===== config.mk =====
export PLATFORM = sky130hd
export DESIGN_NAME = mem_burst_ctrl
export DESIGN_NICKNAME = d
export VERILOG_FILES = /design/src/rtl/mem_ctrl_pkg.sv /design/src/rtl/burst_addr_gen.sv /design/src/rtl/mem_burst_ctrl.sv
export SDC_FILE = /design/constraint.sdc
export NUM_CORES = 2
export LEC_CHECK = 0
export CAP_MARGIN = 25
export CORE_AREA = 2 2 475 477
export CTS_BUF_LIST = sky130_fd_sc_hd__clkbuf_16
export CTS_CLUSTER_SIZE = 30
export DETAILED_ROUTE_END_ITERATION = 6
export DIE_AREA = 0 0 477 479
export GPL_TIMING_DRIVEN = 0
export REMOVE_ABC_BUFFERS = 1
export SYNTH_ARGS = -nofsm -noshare
export SYNTH_HDL_FRONTEND = slang
export SYNTH_HIERARCHICAL = 1
export SYNTH_SLANG_ARGS = --single-unit

===== constraint.sdc =====
create_clock -name clk -period 59.4 [get_ports clk]
set_input_delay 8.91 -clock clk [delete_from_list [all_inputs] [get_ports clk]]
set_output_delay 8.91 -clock clk [all_outputs]
set_load 0.02 [all_outputs]

===== src/rtl/mem_ctrl_pkg.sv =====
// Shared types and default widths for the memory burst controller.
package mem_ctrl_pkg;

  localparam int unsigned DefDataWidth  = 32;
  localparam int unsigned DefAddrWidth  = 64;
  localparam int unsigned DefBlockWords = 16;
  localparam int unsigned DefMemLatency = 2;

  typedef enum logic [1:0] {
    StIdle = 2'd0,
    StXfer = 2'd1,
    StDone = 2'd2
  } state_e;

  typedef enum logic {
    OpRead  = 1'b0,
    OpWrite = 1'b1
  } op_e;

  // Counter width that stays at least one bit for degenerate ranges.
  function automatic int unsigned clog2_min1(input int unsigned v);
    return (v > 1) ? $clog2(v) : 1;
  endfunction

endpackage


===== src/rtl/burst_addr_gen.sv =====
// Burst address generator: latches the block base, steps word and slot counters and
// produces the registered word address plus slot/burst boundary flags.
module burst_addr_gen
  import mem_ctrl_pkg::*;
#(
  parameter int unsigned ADDR_WIDTH  = DefAddrWidth,
  parameter int unsigned BLOCK_WORDS = DefBlockWords,
  parameter int unsigned MEM_LATENCY = DefMemLatency
) (
  input  logic                           clk,
  input  logic                           arst,
  input  logic                           start_i,
  input  logic                           wrap_i,
  input  logic                           active_i,
  input  logic [ADDR_WIDTH-1:0]          addr_i,
  output logic [ADDR_WIDTH-1:0]          mem_addr_o,
  output logic [$clog2(BLOCK_WORDS)-1:0] widx_o,
  output logic                           slot_last_o,
  output logic                           burst_last_o
);

  localparam int unsigned WidxW = $clog2(BLOCK_WORDS);
  localparam int unsigned LatW  = clog2_min1(MEM_LATENCY);
  localparam int unsigned OffW  = WidxW + 2;

  logic [ADDR_WIDTH-OffW-1:0] base_hi_q, base_hi_d;
  logic [WidxW-1:0]           first_q, first_d;
  logic [WidxW-1:0]           wcnt_q, wcnt_d;
  logic [WidxW-1:0]           widx_next;
  logic [LatW-1:0]            lcnt_q, lcnt_d;
  logic [ADDR_WIDTH-1:0]      mem_addr_q, mem_addr_d;
  logic                       unused_addr_lsb;

  assign unused_addr_lsb = ^addr_i[1:0];

  // Adding the start word makes the index wrap modulo the block size for free.
  assign widx_o       = first_q + wcnt_q;
  assign widx_next    = widx_o + WidxW'(1);
  assign slot_last_o  = active_i && (lcnt_q == LatW'(MEM_LATENCY - 1));
  assign burst_last_o = slot_last_o && (wcnt_q == WidxW'(BLOCK_WORDS - 1));
  assign mem_addr_o   = mem_addr_q;

  always_comb begin
    base_hi_d  = base_hi_q;
    first_d    = first_q;
    wcnt_d     = wcnt_q;
    lcnt_d     = lcnt_q;
    mem_addr_d = mem_addr_q;
    if (start_i) begin
      base_hi_d  = addr_i[ADDR_WIDTH-1:OffW];
      first_d    = wrap_i ? addr_i[OffW-1:2] : '0;
      wcnt_d     = '0;
      lcnt_d     = '0;
      mem_addr_d = {addr_i[ADDR_WIDTH-1:OffW], first_d, 2'b00};
    end else if (active_i) begin
      if (slot_last_o) begin
        lcnt_d = '0;
        wcnt_d = wcnt_q + WidxW'(1);
        // The address holds on the last word so IDLE/DONE keep showing it.
        if (!burst_last_o) begin
          mem_addr_d = {base_hi_q, widx_next, 2'b00};
        end
      end else begin
        lcnt_d = lcnt_q + LatW'(1);
      end
    end
  end

  always_ff @(posedge clk or posedge arst) begin
    if (arst) begin
      base_hi_q  <= '0;
      first_q    <= '0;
      wcnt_q     <= '0;
      lcnt_q     <= '0;
      mem_addr_q <= '0;
    end else begin
      base_hi_q  <= base_hi_d;
      first_q    <= first_d;
      wcnt_q     <= wcnt_d;
      lcnt_q     <= lcnt_d;
      mem_addr_q <= mem_addr_d;
    end
  end

endmodule


===== src/rtl/mem_burst_ctrl.sv =====
// Block burst sequencer between cache miss/eviction logic and external memory.
// Define MEM_BURST_CTRL_WRAP_EN for critical-word-first refills (writes stay linear).
module mem_burst_ctrl
  import mem_ctrl_pkg::*;
#(
  parameter int unsigned DATA_WIDTH  = DefDataWidth,
  parameter int unsigned ADDR_WIDTH  = DefAddrWidth,
  parameter int unsigned BLOCK_WORDS = DefBlockWords,
  parameter int unsigned MEM_LATENCY = DefMemLatency
) (
  input  logic                              clk,
  input  logic                              arst,
  input  logic                              i_start_read,
  input  logic                              i_start_write,
  input  logic                              i_access,
  input  logic [ADDR_WIDTH-1:0]             i_addr,
  input  logic [DATA_WIDTH*BLOCK_WORDS-1:0] i_wb_data,
  output logic [DATA_WIDTH*BLOCK_WORDS-1:0] o_block_data,
  output logic                              o_busy,
  output logic                              o_done,
  output logic                              o_mem_write_en,
  output logic                              o_mem_access,
  output logic [ADDR_WIDTH-1:0]             o_mem_addr,
  output logic [DATA_WIDTH-1:0]             o_mem_data,
  input  logic [DATA_WIDTH-1:0]             i_mem_data
);

  localparam int unsigned WidxW  = $clog2(BLOCK_WORDS);
  localparam int unsigned BlockW = DATA_WIDTH * BLOCK_WORDS;

  state_e                state_q, state_d;
  op_e                   op_q, op_d, start_op;
  logic                  access_q, access_d;
  logic [BlockW-1:0]     wb_q, wb_d;
  logic [BlockW-1:0]     block_q, block_d;
  logic [DATA_WIDTH-1:0] mem_data_q, mem_data_d;
  logic [WidxW-1:0]      widx, widx_next;
  logic                  start, active, wrap, slot_last, burst_last;

  assign active    = (state_q == StXfer);
  assign widx_next = widx + WidxW'(1);

`ifdef MEM_BURST_CTRL_WRAP_EN
  assign wrap = (start_op == OpRead);
`else
  assign wrap = 1'b0;
`endif

  burst_addr_gen #(
    .ADDR_WIDTH  (ADDR_WIDTH),
    .BLOCK_WORDS (BLOCK_WORDS),
    .MEM_LATENCY (MEM_LATENCY)
  ) u_addr_gen (
    .clk          (clk),
    .arst         (arst),
    .start_i      (start),
    .wrap_i       (wrap),
    .active_i     (active),
    .addr_i       (i_addr),
    .mem_addr_o   (o_mem_addr),
    .widx_o       (widx),
    .slot_last_o  (slot_last),
    .burst_last_o (burst_last)
  );

  // Write wins when both requests arrive together; the dropped read is re-issued upstream.
  always_comb begin
    state_d  = state_q;
    start    = 1'b0;
    start_op = OpRead;
    case (state_q)
      StIdle: begin
        if (i_start_write || i_start_read) begin
          start    = 1'b1;
          start_op = i_start_write ? OpWrite : OpRead;
          state_d  = StXfer;
        end
      end
      StXfer: begin
        if (burst_last) begin
          state_d = StDone;
        end
      end
      StDone:  state_d = StIdle;
      default: state_d = StIdle;
    endcase
  end

  always_comb begin
    op_d       = op_q;
    access_d   = access_q;
    wb_d       = wb_q;
    block_d    = block_q;
    mem_data_d = mem_data_q;
    if (start) begin
      op_d     = start_op;
      access_d = i_access;
      wb_d     = i_wb_data;
      if (start_op == OpWrite) begin
        mem_data_d = i_wb_data[DATA_WIDTH-1:0];
      end
    end else if (slot_last) begin
      if (op_q == OpRead) begin
        block_d[int'(widx)*DATA_WIDTH +: DATA_WIDTH] = i_mem_data;
      end else if (!burst_last) begin
        mem_data_d = wb_q[int'(widx_next)*DATA_WIDTH +: DATA_WIDTH];
      end
    end
  end

  always_ff @(posedge clk or posedge arst) begin
    if (arst) begin
      state_q    <= StIdle;
      op_q       <= OpRead;
      access_q   <= 1'b0;
      wb_q       <= '0;
      block_q    <= '0;
      mem_data_q <= '0;
    end else begin
      state_q    <= state_d;
      op_q       <= op_d;
      access_q   <= access_d;
      wb_q       <= wb_d;
      block_q    <= block_d;
      mem_data_q <= mem_data_d;
    end
  end

  assign o_busy         = (state_q != StIdle);
  assign o_done         = (state_q == StDone);
  assign o_mem_write_en = active && (op_q == OpWrite) && slot_last;
  assign o_mem_access   = access_q;
  assign o_mem_data     = mem_data_q;
  assign o_block_data   = block_q;

endmodule


==> out/results.tsv <==
stage	metric	value	unit
place	dpl ws	46310	ps
detailed_routing	met1 WL	78000	um
logic_synthesis	post-synth top area cell	dfrtp_1	
sta	fmax	80.8	MHz
critical_path	reg-to-reg slack, setup	54010	ps
logic_synthesis	Yosys top cell area share	0.570	
critical_path	Worst R2R Start	u_addr_gen/wcnt_q[0]	
power	power per cell area	72.8	nW/um^2
worst_hold_path	hold path depth	1	
global_route	initial antenna violation count	77	
critical_path	Data arrival, critical path	13060	ps
logic_synthesis	cell area after synthesis	52200	um^2
die	die height	479	um
sta	Rel. slew slack	0.312	
clock_tree	setup bufs post-CTS	0	
logic_synthesis	syn avg cell area	13.0	um^2
power	Max VDD drop	75.8	uV
clock_tree	total CTS buffers	141	
place	cell area after placement	69200	um^2
logic_synthesis	#FFs+latches synth	1189	
die	Starting Density	0.234	
finish	Syn-to-layout area delta	41.0	%
finish	most frequent cells in the layout	clkdlybuf4s50_1 (1194), dfrtp_1 (1189), mux2_2 (574)	
detailed_routing	post-DR wirelength/cell	24.5	um
sta	RSZ-0062 raised after global routing	false	
logic_synthesis	EDFF count, synth	0	
detailed_routing	DRC errors left	0	
critical_path	CP max FO	67	
die	Die Wd	477	um
sta	setup_tns	0	ps
sta	Period minus WS final	12380	ps
worst_hold_path	worst hold endpoint	o_block_data[336]	
logic_synthesis	Yosys cell types	65	
detailed_routing	Post-Route WL	204000	um
place	RD Place Congestion	0.807	
logic_synthesis	post-synthesis sequential area ratio	0.570	
detailed_routing	Detailed Routing Iterations Pass 1	6	
logic_synthesis	Async S/R FF share, synth	1.00	
die	# IOs	1225	
die	# rows	174	
logic_synthesis	Synth area leaders	dfrtp_1 (57%), mux2_2 (12%), mux4_2 (5.5%), mux2i_1 (4.3%), inv_1 (3.1%)	
global_route	GRT Util Overall	0.174	
sta	Max Slew Vio Count	0	
critical_path	CP Launch Type	primary input	
clock_tree	post-CTS sizing	0	
logic_synthesis	Synth Warn #	6	
clock_tree	clock sinks	1189	
sta	PnR worst setup slack	47020	ps
logic_synthesis	Cells after Synth	4028	
detailed_routing	Antenna Nets Post-Route	0	
worst_hold_path	Hold WC Path Type	register to register	
place	Post-DP HPWL	152000	um
run	Max Cap Viol	0	
sta	Least-Margin Pin Slew	1030	ps
critical_path	critical path type	primary input to register	
critical_path	CP endpoint kind	register	
place	I/O Buffers	1220	
detailed_routing	routed wl met2	98500	um
global_route	gr ovfl total	0	
power	leakage	32.9	nW
finish	Final nets	5811	
clock_tree	Reg clk slew, reported paths	60	ps
sta	Final Hold Vio Count	0	
clock_tree	CTS tree	yes	
detailed_routing	DR WL met3	17600	um
detailed_routing	mean number of vias per cell	4.56	
finish	layout cells sized above 1	0.218	
clock_tree	Root Buffer	clkbuf_16	
finish	commonest non-fill, non-tap cell in the layout	clkdlybuf4s50_1	
logic_synthesis	Synth Flop Type	dfrtp_1	
critical_path	R2R cell count	12	
finish	final non-filler cell area	73700	um^2
global_route	global-route wire length before repair	290000	um
die	core area	224000	um^2
global_route	vias in the first global route	38958	
status	run status	finished clean	
detailed_routing	Top Layer Used	met5	
detailed_routing	vias post-DR	37986	
finish	Final Util	0.330	
die	total die area	228000	um^2
clock_tree	Worst-Skew Late Latency	790	ps
clock_tree	CTS H-tree lvls	4	
worst_hold_path	min-delay src	o_block_data[336]	
global_route	largest net degree at the start of global routing	124	
clock_tree	CTS Hold Bufs	0	
sta	Final setup viols	0	
detailed_routing	DRT iter0 DRCs	2793	
critical_path	RR Endpoint	o_block_data[61]	
sta	clk_skew	43.0	ps
sta	final cycle utilization of the critical path	0.208	
critical_path	Critical Path RT	60080	ps
clock_tree	Clock Tree Buf Depth	3	
-- flip-flops by register name, indices dropped and copies added (netlist names) --
name / flops
o_block_data: 512
o_mem_access: 1
o_mem_data: 32
op_q: 1
state_q: 2
u_addr_gen/base_hi_q: 58
u_addr_gen/first_q: 4
u_addr_gen/lcnt_q: 1
u_addr_gen/mem_addr_o: 62
u_addr_gen/wcnt_q: 4
wb_q: 512
-- through the flow --
stage               std cells  hold WS (ps)  total power (W)
finish                   8327           473          0.00537
global route             8304           484          0.00565
CTS                      8292           478          0.00542
detailed placement       8037           465          0.00456
global placement         7908           457          0.00483
floorplan                3696           455          0.00344
-- routing by layer --
metal / track usage / vias to the layer above
met1: 0.200 / 19391
met3: 0.0580 / 436
li1: - / 16516
met4: 0.0805 / 56
met5: 0 / -
met2: 0.290 / 1587
-- cell usage after synthesis (all sizes together) (2+ instances only) --
master and n:
nor2 15, o31ai 32, nor2b 23, and4 97, nor3b 3, nand4 196
a211oi 32, xnor2 5, and2 7, nor3 12, o22ai 32, a31oi 2
conb 2, and3 9, mux2i 225, inv 427, a32oi 33, clkbuf 142
dfrtp 1189, xor2 6, and2b 12, mux2 636, nand3b 2, nand2b 2
mux4 128, a21o 98, o21ai 196, buf 194, a21oi 6, or2 3
nand3 11, ha 8, nand2 229
-- how the worst max path moves through the flow --
stage	depth (start not counted)	slack [ps]	from	to
2_1_floorplan	1	20650	arst	o_block_data[0]
3_3_place_gp	2	6930	arst	wb_q[205]
3_5_place_dp	12	46310	i_start_write	wb_q[340]
4_1_cts	5	47130	state_q[0]	o_mem_write_en
5_1_grt	12	46960	i_start_write	wb_q[223]
6_report	12	47020	i_start_write	wb_q[228]
-- area by class of cell --
type	count	area [um^2]
clock inverter	110	798
clock buffer	145	3630
antenna	34	85.1
fill	22115	150000
multi-input combinational	2080	19500
sequential	1189	29800
timing repair buffer	1350	14600
inverter	427	1620
tap	2992	3740
-- power by group --
part | switching [W] | total [W] | internal, W
clock | 0.000377 | 0.000838 | 0.000461
combinational | 0.00168 | 0.00311 | 0.00143
sequential | 0.000213 | 0.00142 | 0.00120
total | 0.00227 | 0.00537 | 0.00310
-- kinds of logic after synthesis --
kind of cell | after synthesis | synth area share
adders and majority gates | 9 | 0.00230
DFF | 1189 | 0.570
buffers and inverters | 763 | 0.0630
AOI/OAI and AO/OA | 438 | 0.0539
and+or+nand+nor | 627 | 0.0695
muxes | 989 | 0.240
other | 2 | 0.000144
xor gates and xnor gates | 11 | 0.00199
-- worst max-delay path: stages --
cell and delay (ps):
buf_2 410, buf_12 270, or2_4 230, and2_4 170
buf_16 290, buf_16 320, buf_16 320, buf_16 270
buf_16 320, buf_16 350, buf_16 330, mux2_2 390
(Power assumes the default switching activity.)
